File: config.mk
export PLATFORM = sky130hd
export DESIGN_NAME = mealy_serial_feeder
export DESIGN_NICKNAME = d
export VERILOG_FILES = /design/src/rtl/mealy_serial_feeder.sv
export SDC_FILE = /design/constraint.sdc
export NUM_CORES = 1
export LEC_CHECK = 0
export ABC_AREA = 1
export CORE_AREA = 3 3 70 59
export CTS_BUF_LIST = sky130_fd_sc_hd__clkbuf_2 sky130_fd_sc_hd__clkbuf_4 sky130_fd_sc_hd__clkbuf_8
export CTS_CLUSTER_DIAMETER = 50
export DETAILED_ROUTE_END_ITERATION = 6
export DIE_AREA = 0 0 73 62
export PLACE_DENSITY_LB_ADDON = 0.15
export SYNTH_ARGS = -nofsm -noshare
export SYNTH_HDL_FRONTEND = slang
export SYNTH_SLANG_ARGS = --single-unit
File: constraint.sdc
create_clock -name clk -period 2.6 [get_ports clk]
set_input_delay 0.39 -clock clk [delete_from_list [all_inputs] [get_ports clk]]
set_output_delay 0.39 -clock clk [all_outputs]
set_load 0.03 [all_outputs]
File: src/rtl/mealy_serial_feeder.sv
// Word-to-serial feeder: accepts parallel words on a valid/ready handshake and shifts them out
// one bit per clock. Define FEEDER_LSB_FIRST_EN to send LSB-first instead of MSB-first.
module mealy_serial_feeder #(
    parameter int WIDTH = 8,
    parameter int GAP   = 0,
    parameter int LEN_W = $clog2(WIDTH) + 1
) (
    input  logic             clk,
    input  logic             rst,
    input  logic [WIDTH-1:0] word_data,
    input  logic [LEN_W-1:0] word_len,
    input  logic             word_valid,
    output logic             word_ready,
    output logic             in_data,
    output logic             bit_valid,
    output logic             done,
    output logic             busy,
    output logic [15:0]      word_cnt,
    output logic [1:0]       o_dbg_state
);

    // Handshake: a word transfers on a rising edge where word_valid && word_ready; word_ready
    // depends only on state and bit counter, and valid while ready is low is simply ignored.
    typedef enum logic [1:0] {
        S_IDLE  = 2'd0,
        S_SHIFT = 2'd1,
        S_GAP   = 2'd2
    } state_t;

    localparam logic [LEN_W-1:0] WIDTH_L = LEN_W'(WIDTH);
    localparam logic [3:0]       GAP_L   = 4'(GAP);

    state_t           r_state;
    state_t           w_state_nxt;
    logic [WIDTH-1:0] r_shift;
    logic [LEN_W-1:0] r_cnt;
    logic [3:0]       r_gap_cnt;
    logic             r_in_data;
    logic             r_bit_valid;
    logic [15:0]      r_word_cnt;

    logic [LEN_W-1:0] w_len_eff;
    logic [WIDTH-1:0] w_load;
    logic             w_first_bit;
    logic             w_last;
    logic             w_accept;

    assign w_len_eff = ((word_len == '0) || (word_len > WIDTH_L)) ? WIDTH_L : word_len;
    assign w_last    = (r_state == S_SHIFT) && (r_cnt == LEN_W'(1));
    assign w_accept  = word_valid && word_ready;

`ifdef FEEDER_LSB_FIRST_EN
    assign w_first_bit = word_data[0];
    assign w_load      = word_data >> 1;
`else
    // Left-align the word so the first bit to send always sits at the top of the register.
    logic [WIDTH-1:0] w_align;
    assign w_align     = word_data << (WIDTH_L - w_len_eff);
    assign w_first_bit = w_align[WIDTH-1];
    assign w_load      = w_align << 1;
`endif

    always_ff @(posedge clk or negedge rst) begin
        if (!rst) begin
            r_state <= S_IDLE;
        end else begin
            r_state <= w_state_nxt;
        end
    end

    always_comb begin
        w_state_nxt = r_state;
        case (r_state)
            S_IDLE: begin
                if (w_accept) begin
                    w_state_nxt = S_SHIFT;
                end
            end
            S_SHIFT: begin
                if (w_last) begin
                    if (GAP > 0) begin
                        w_state_nxt = S_GAP;
                    end else if (w_accept) begin
                        w_state_nxt = S_SHIFT;
                    end else begin
                        w_state_nxt = S_IDLE;
                    end
                end
            end
            S_GAP: begin
                if (r_gap_cnt <= 4'd1) begin
                    w_state_nxt = S_IDLE;
                end
            end
            default: w_state_nxt = S_IDLE;
        endcase
    end

    always_comb begin
        word_ready  = (r_state == S_IDLE) || ((GAP == 0) && w_last);
        done        = w_last;
        busy        = (r_state != S_IDLE);
        o_dbg_state = r_state;
    end

    always_ff @(posedge clk or negedge rst) begin
        if (!rst) begin
            r_shift     <= '0;
            r_cnt       <= '0;
            r_gap_cnt   <= '0;
            r_in_data   <= 1'b0;
            r_bit_valid <= 1'b0;
            r_word_cnt  <= '0;
        end else begin
            r_in_data   <= 1'b0;
            r_bit_valid <= 1'b0;
            if (w_accept) begin
                r_shift     <= w_load;
                r_cnt       <= w_len_eff;
                r_in_data   <= w_first_bit;
                r_bit_valid <= 1'b1;
            end else if ((r_state == S_SHIFT) && !w_last) begin
`ifdef FEEDER_LSB_FIRST_EN
                r_in_data <= r_shift[0];
                r_shift   <= r_shift >> 1;
`else
                r_in_data <= r_shift[WIDTH-1];
                r_shift   <= r_shift << 1;
`endif
                r_cnt       <= r_cnt - LEN_W'(1);
                r_bit_valid <= 1'b1;
            end else if (w_last) begin
                r_cnt <= '0;
            end

            if (w_last) begin
                r_word_cnt <= r_word_cnt + 16'd1;
            end

            // The gap counter is loaded on the last bit and counts the forced idle cycles down.
            if (w_last && (GAP > 0)) begin
                r_gap_cnt <= GAP_L;
            end else if (r_state == S_GAP) begin
                r_gap_cnt <= r_gap_cnt - 4'd1;
            end
        end
    end

    assign in_data   = r_in_data;
    assign bit_valid = r_bit_valid;
    assign word_cnt  = r_word_cnt;

endmodule

-- Word level (Yosys, flattened, before mapping)
Index checks and enable logic that the tools add are counted.
- add/subtract/negate cells: 4
- magnitude comparators: 2
- equal/unequal tests: 6
- shift-type cells: 1
- multiplexer cells: 15
- reductions and logical operators: 12
- operators by type and width (cell ; number):
    $add 16x1->16 const B ; 1
    $mux 4 ; 4
    $mux 8 ; 2
    $shl 8x4->8 ; 1
    $sub 4x1->4 const B ; 2
    $mux 2 ; 3
    $ne 2x2->1 const B ; 3
    $pmux 2 s3 ; 1
    $mux 1 ; 5
    $eq 4x1->1 const B ; 1
    $gt 4x4->1 const B ; 1
    $le 4x1->1 const B ; 1
    $logic_not 4->1 ; 1
    $reduce_bool 2->1 ; 2
    $sub 4x4->4 const A ; 1
    $logic_and 1x1->1 ; 3
    $reduce_and 3->1 ; 1
    $reduce_bool 3->1 ; 1
    $eq 2x1->1 const B ; 1
    $eq 2x2->1 const B ; 1
    $logic_not 2->1 ; 1
    $logic_or 1x1->1 ; 2
    $logic_not 1->1 ; 1
- bits in registers: 36
- output and inout port bits: 23

-- Logic depth before layout (Yosys ltp)
Gate-level depths: netlist (run 1).
- word-level depth: 7
- depth in mapped cells: 14

-- Worst setup path after synthesis (run 1)
Ideal clock, no wire load.
- kind: input to register
- from: input word_len[0]
- to: register r_shift[5]
- setup time: 0.068 ns
- arrival time: 1.921 ns
- data required time: 2.532 ns
- setup slack: 0.611 ns
- stages: 14
- buffers on the path: 2
- cells stage by stage: buf_6 > nor2_8 > nand2_4 > nand2_4 > nand3_2 > buf_6 > ha_1 > xnor2_2 > inv_1 > nor2_1 > inv_2 > o21ai_1 > nand2_1 > nand3_1
- cells in the longest elaborated chain, start to end: 6
- elaborated cells between the ends (all ways): 7
- those cells by class: add/sub (1); order compare (1); shift (1); mux (2); reduce/logical (2)
- ends and longest elaborated chain (item ; line ; RTL):
    start: declaration ; 11 ; input logic [LEN_W-1:0] word_len,
    $gt 4x4->1 or $logic_not 4->1 (tied branches) ; 48 ; assign w_len_eff = ((word_len == '0) || (word_len > WIDTH_L)) ? WIDTH_L : word_len;
    $logic_or 1x1->1 ; 48 ;
    $mux 4 * ; 48 ;
    $sub 4x4->4 * ; 58 ; assign w_align = word_data << (WIDTH_L - w_len_eff);
    $shl 8x4->8 * ; 58 ;
    $mux 8 * ; 117 ; if (w_accept) begin
    end signal: assignment ; 118 ; r_shift <= w_load;
    end signal: assignment ; 128 ; r_shift <= r_shift << 1;
    end: declaration ; 35 ; logic [WIDTH-1:0] r_shift;
Every way passes the cells marked *; elsewhere a longest branch is shown, timed or not.
A chain may end at the register's enable or synchronous reset.

-- Worst setup path after layout (run 1)
- from: register r_cnt[1]
- to: output done
- cells in the longest elaborated chain, start to end: 2
- ends and longest elaborated chain (item ; line ; RTL):
    start: declaration ; 36 ; logic [LEN_W-1:0] r_cnt;
    start signal: assignment ; 119 ; r_cnt <= w_len_eff;
    start signal: assignment ; 130 ; r_cnt <= r_cnt - LEN_W'(1);
    $eq 4x1->1 ; 49 ; assign w_last = (r_state == S_SHIFT) && (r_cnt == LEN_W'(1));
    $logic_and 1x1->1 ; 49 ;
    end: declaration ; 16 ; output logic done,
No other way between the ends.

==> results of run 1 <==
## state kept, by name (all words and copies together) (netlist names)
register,count
r_cnt,4
word_cnt,16
in_data,1
bit_valid,1
o_dbg_state,1
r_shift,7
## cells by family (layout without fill, tap and decap cells)
logic type / after synthesis / count (layout) / synth area share, %
flops: 30 / 30 / 39.3
simple gates: 118 / 118 / 34.9
compound gates: 19 / 19 / 6.10
buf+inv: 40 / 85 / 9.11
other cells: 1 / 1 / 0.197
fa+ha+maj: 4 / 4 / 2.62
xor+xnor: 16 / 16 / 7.74
## worst max-delay path: stages, from the launching register on
cell and delay [ns]:
dfrtp_1 0.40, inv_1 0.08, ha_1 0.21, nand4_4 0.18, clkinv_2 0.16, clkdlybuf4s50_1 0.69
## cell type report
| cell class | count | area (sq um) |
|---|---|---|
| repair buffers | 41 | 398 |
| multi-input cells | 158 | 983 |
| clock buffers | 7 | 90.1 |
| well taps | 42 | 52.6 |
| flip-flops and latches | 30 | 751 |
| inverters | 36 | 136 |
| clock inverters | 1 | 5.00 |
| fillers | 280 | 1030 |
## layer usage
metal | wire [um] | share of wire, % | global-route usage (%)
met5 | 0 | 0 | 0
met4 | 19 | 0.46 | 4.21
met3 | 253 | 6.1 | 5.63
met2 | 1780 | 43 | 31.0
met1 | 2120 | 51 | 31.4
## synth_stat cells (2+ instances only)
master,count
xor2_1,8
nand3_1,32
xnor2_1,7
buf_6,2
nor2_2,2
nor3_2,3
nand4_4,2
nand4_1,7
ha_1,4
nor2_1,8
buf_4,2
inv_1,30
nand2_4,4
o211ai_1,4
dfrtp_1,30
o21ai_1,3
nand2_1,45
nand2_2,6
a21oi_1,2
o221ai_1,3
inv_2,5
nor3_1,3
nand3_2,2
o21ai_0,7
## through the flow
stage	hold WS (ns)	worst slack [ns]	utilization (%)	std cells
after floorplan	0.0944	0.611	-	228
after global placement	0.461	0.195	67.3	307
after detailed placement	0.486	0.0936	67.3	307
after CTS	0.511	0.213	70.1	315
after global routing	0.532	0.0954	70.1	315
final	0.497	0.217	70.1	315
## report_power, final
part | internal, mW | switching, mW | total, mW
Clock | 0.224 | 0.174 | 0.398
Sequential | 0.577 | 0.0898 | 0.667
Combinational | 0.300 | 0.500 | 0.800
Total | 1.10 | 0.764 | 1.86
## final timing paths
path,cells after the start,slack [ns],end
worst max-delay path,5,0.22,done
worst min-delay path,2,0.50,r_cnt[2]$_DFFE_PN0P_
worst max register to register,8,0.87,word_cnt[12]$_DFFE_PN0P_
worst min register to register,1,0.51,word_cnt[12]$_DFFE_PN0P_
max in group asynchronous,2,1.82,word_cnt[11]$_DFFE_PN0P_
min in group clk,1,0.51,word_cnt[12]$_DFFE_PN0P_
==> impl_metrics.yaml, run 1 <==
clock_network:
  h-tree-depth: 2
  cts_hold_buf: 0
  cts_sinks: 30
  cts_buffer_depth: 2
  cts.repair.resized: 0
  path_clk_slew_ns: 0.06
  cts_made_buffers: 5
  cts_tree: "built"
  ctsRootBufferMaster: "clkbuf_8"
  clk-insertion-delay-late_ns: 0.28
  cts_setup_buffers: 0
detailed_routing:
  vias_per_cell: 5.21
  drt-pass1-iter-count: 4
  wl_per_cell_um: 13.2
  vias: 1640
  ant_nets: 0
  drc: 0
  drt_iter0_drc: 141
  drt-total-wl_um: 4170
power:
  p_per_area_nw_per_um2: 772
  p_leak_nw: 1.12
  ir_drop_uv: 444
  finalPower_mw: 1.86
sta:
  finalSetupTns_ns: 0
  min_period_ns: 2.38
  finalSetupViolCount: 0
  report.final.slew_viol_count: 0
  rsz0062_at_grt: "false"
  finalCritPeriodShare_pct: 91.6
  clock_skew_ns: 0.00262
  timing_hold_violations_final: 0
  max_freq_mhz: 420
setup_path:
  worstSetupEndpointType: "output pin"
  critPathMaxFanout: 8
  cp_data_required_time_ns: 2.21
  cp-startpoint: "r_cnt[1]$_DFFE_PN0P_"
  path_class: "reg2out"
  cp-start-kind: "flip-flop"
  arrival_ns: 1.99
  rr_startpoint: "r_cnt[1]$_DFFE_PN0P_"
global_route:
  grt_pass1_vias: 1585
  grt_max_degree: 31
  antenna_found_initial: 0
  grt_pass1_wl_um: 7380
  grt-ovfl-total: 0
  grt.total_usage_pct: 21.1
final_layout:
  final_nets: 291
  antennaDiodeCount: 0
  drive_above_1_share_pct: 15.8
  final_common_cell: "nand2_1"
  fin_area_sq_um: 2420
  layout_common_cells: "nand2_1, clkdlybuf4s50_1, nand3_1"
  area_growth_syn_to_layout_pct: 26.6
place:
  placed_cell_area_sq_um: 2320
  numPortBuffers: 36
  hpwl_um: 3220
  gp_congestion: 0.897
floorplanning:
  die_area_sq_um: 4530
  die_y_um: 62
  row_count: 19
  fp.coreArea_sq_um: 3450
  dieWidth_um: 73
  start_util_pct: 55.4
  io_pins: 38
yosys:
  synth_area_per_cell_sq_um: 8.37
  ys_warn_count: 0
  yosys-top-cells-area: "dfrtp_1, nand2_1, nand3_1"
  synth_nets: 247
  syn_inst: 228
  yosysTopAreaCell: "dfrtp_1"
  yosys.area.top_type_share_pct: 39.3
  ys_ff_latch: 30
  async_reset_ff_share_pct: 100
  ys_types: 31
  synth_area_sq_um: 1910
  synth_edf_count: 0
  ys.flop_type: "dfrtp_1"
  seq_area_frac_synth_pct: 39.3
hold_path:
  hold_path.class: "in2async"
run_status:
  status: "finished clean"
flow_run:
  cap_viol_max_count: 0
(Power assumes the default switching activity.)
==> run 2, diff against run 1 <==
--- a/config.mk
+++ b/config.mk
@@ -12,6 +12,7 @@
 export DETAILED_ROUTE_END_ITERATION = 6
 export DIE_AREA = 0 0 73 62
 export PLACE_DENSITY_LB_ADDON = 0.15
+export SETUP_SLACK_MARGIN = 0.15
 export SYNTH_ARGS = -nofsm -noshare
 export SYNTH_HDL_FRONTEND = slang
 export SYNTH_SLANG_ARGS = --single-unit
==> impl_metrics.yaml, run 2 (synthesis gave the netlist of run 1 again) <==
floorplanning:
  io_pins: 38
  fp.coreArea_sq_um: 3450
  start_util_pct: 55.4
  dieWidth_um: 73
  die_y_um: 62
  row_count: 19
  die_area_sq_um: 4530
sta:
  timing_hold_violations_final: 0
  min_period_ns: 2.24
  clock_skew_ns: 0.00264
  finalCritPeriodShare_pct: 86.1
  finalSetupViolCount: 0
  finalSetupTns_ns: 0
  rsz0062_at_grt: "false"
  max_freq_mhz: 447
  report.final.slew_viol_count: 0
global_route:
  grt.total_usage_pct: 21.1
  grt_pass1_wl_um: 7380
  grt_max_degree: 31
  grt-ovfl-total: 0
  grt_pass1_vias: 1585
  antenna_found_initial: 0
run_status:
  status: "finished clean"
detailed_routing:
  drt-total-wl_um: 4180
  ant_nets: 0
  vias: 1636
  vias_per_cell: 5.19
  wl_per_cell_um: 13.3
  drt-pass1-iter-count: 4
  drt_iter0_drc: 141
  drc: 0
final_layout:
  layout_common_cells: "nand2_1, clkdlybuf4s50_1, nand3_1"
  antennaDiodeCount: 0
  area_growth_syn_to_layout_pct: 26.9
  drive_above_1_share_pct: 15.8
  final_nets: 291
  fin_cells: 315
  largest_register_ffs: 16
  final_common_cell: "nand2_1"
  fillers: 280
place:
  hpwl_um: 3220
  dp.cells: 307
  gp_congestion: 0.897
  numPortBuffers: 36
clock_network:
  ctsRootBufferMaster: "clkbuf_8"
  cts_hold_buf: 0
  clk-insertion-delay-late_ns: 0.28
  cts_setup_buffers: 0
  h-tree-depth: 2
  cts_tree: "built"
  cts_sinks: 30
  path_clk_slew_ns: 0.06
  cts_made_buffers: 5
  cts_buffer_depth: 2
setup_path:
  cp-startpoint: "word_len[0]"
  rr_startpoint: "r_cnt[1]$_DFFE_PN0P_"
  path_class: "in2reg"
  reg2regPathDepth: 8
  r2r_slack_ns: 0.88
  critPathMaxFanout: 9
  r2r_end: "word_cnt[12]$_DFFE_PN0P_"
  cp_data_required_time_ns: 2.82
  worstSetupEndpoint: "r_shift[6]$_DFFE_PN0P_"
  worstSetupEndpointType: "flip-flop"
  arrival_ns: 2.46
  cp-start-kind: "input pin"
power:
  p_per_area_nw_per_um2: 769
  p_leak_nw: 1.15
  ir_drop_uv: 444
hold_path:
  hold_path.class: "in2async"
flow_run:
  cap_viol_max_count: 0
-- run 2: through the flow --
stage | setup slack (ns) | power (mW) | instance area [sq um] | hold slack (ns) | util, %
2_1_floorplan | 0.611 | 1.22 | 1910 | 0.0944 | -
3_3_place_gp | 0.195 | 1.46 | 2320 | 0.461 | 67.3
3_5_place_dp | 0.0936 | 1.47 | 2320 | 0.486 | 67.3
4_1_cts | 0.213 | 1.88 | 2420 | 0.511 | 70.1
5_1_grt | 0.204 | 2.00 | 2420 | 0.532 | 70.2
6_report | 0.362 | 1.86 | 2420 | 0.504 | 70.2
-- run 2: worst max-delay path: stages --
cell             delay [ns]
clkdlybuf4s50_1        0.60
nor2_8                 0.08
nand2_2                0.16
nand3_1                0.15
ha_1                   0.41
inv_1                  0.23
nand3_1                0.13
o21ai_0                0.18
nand2_1                0.07
nand2_1                0.06
-- run 2: metal layers --
layer / wire length (um) / vias to the layer above / part of all wire (%) / global-route usage [%]
met3: 255 / 2 / 6.1 / 5.63
met1: 2130 / 749 / 51 / 31.4
met5: 0 / - / 0 / 0
li1: - / 830 / - / -
met2: 1780 / 55 / 43 / 31.0
met4: 19 / 0 / 0.45 / 4.21
-- run 2: cell type report --
type	count	area, sq um	share of cell area, %
multi-input combinational	158	983	40.6
sequential	30	751	31.0
timing repair buffer	41	403	16.6
inverter	36	136	5.63
clock buffer	7	90.1	3.72
tap	42	52.6	2.17
clock inverter	1	5.00	0.207
-- run 2: worst min-delay path by stage --
stage	to	startpoint	depth (start not counted)	slack, ns
global placement	in_data$_DFF_PN0_	r_shift[7]$_DFFE_PN0P_	2	0.46
CTS	word_cnt[1]$_DFFE_PN0P_	rst	2	0.51
detailed placement	in_data$_DFF_PN0_	r_shift[7]$_DFFE_PN0P_	2	0.49
global route	r_shift[3]$_DFFE_PN0P_	r_shift[2]$_DFFE_PN0P_	2	0.53
floorplan	bit_valid$_DFF_PN0_	rst	0	0.09
finish	r_cnt[2]$_DFFE_PN0P_	rst	2	0.50
-- run 2: timing repair --
item | in CTS | in global routing
endpoints found under the hold margin | 0 | 0
gates resized for setup | 0 | 2
setup endpoints to repair | 0 | 2
-- run 2: where the power goes --
group          internal (mW)  switching (mW)
sequential             0.577          0.0898
combinational          0.298           0.500
clock                  0.224           0.174
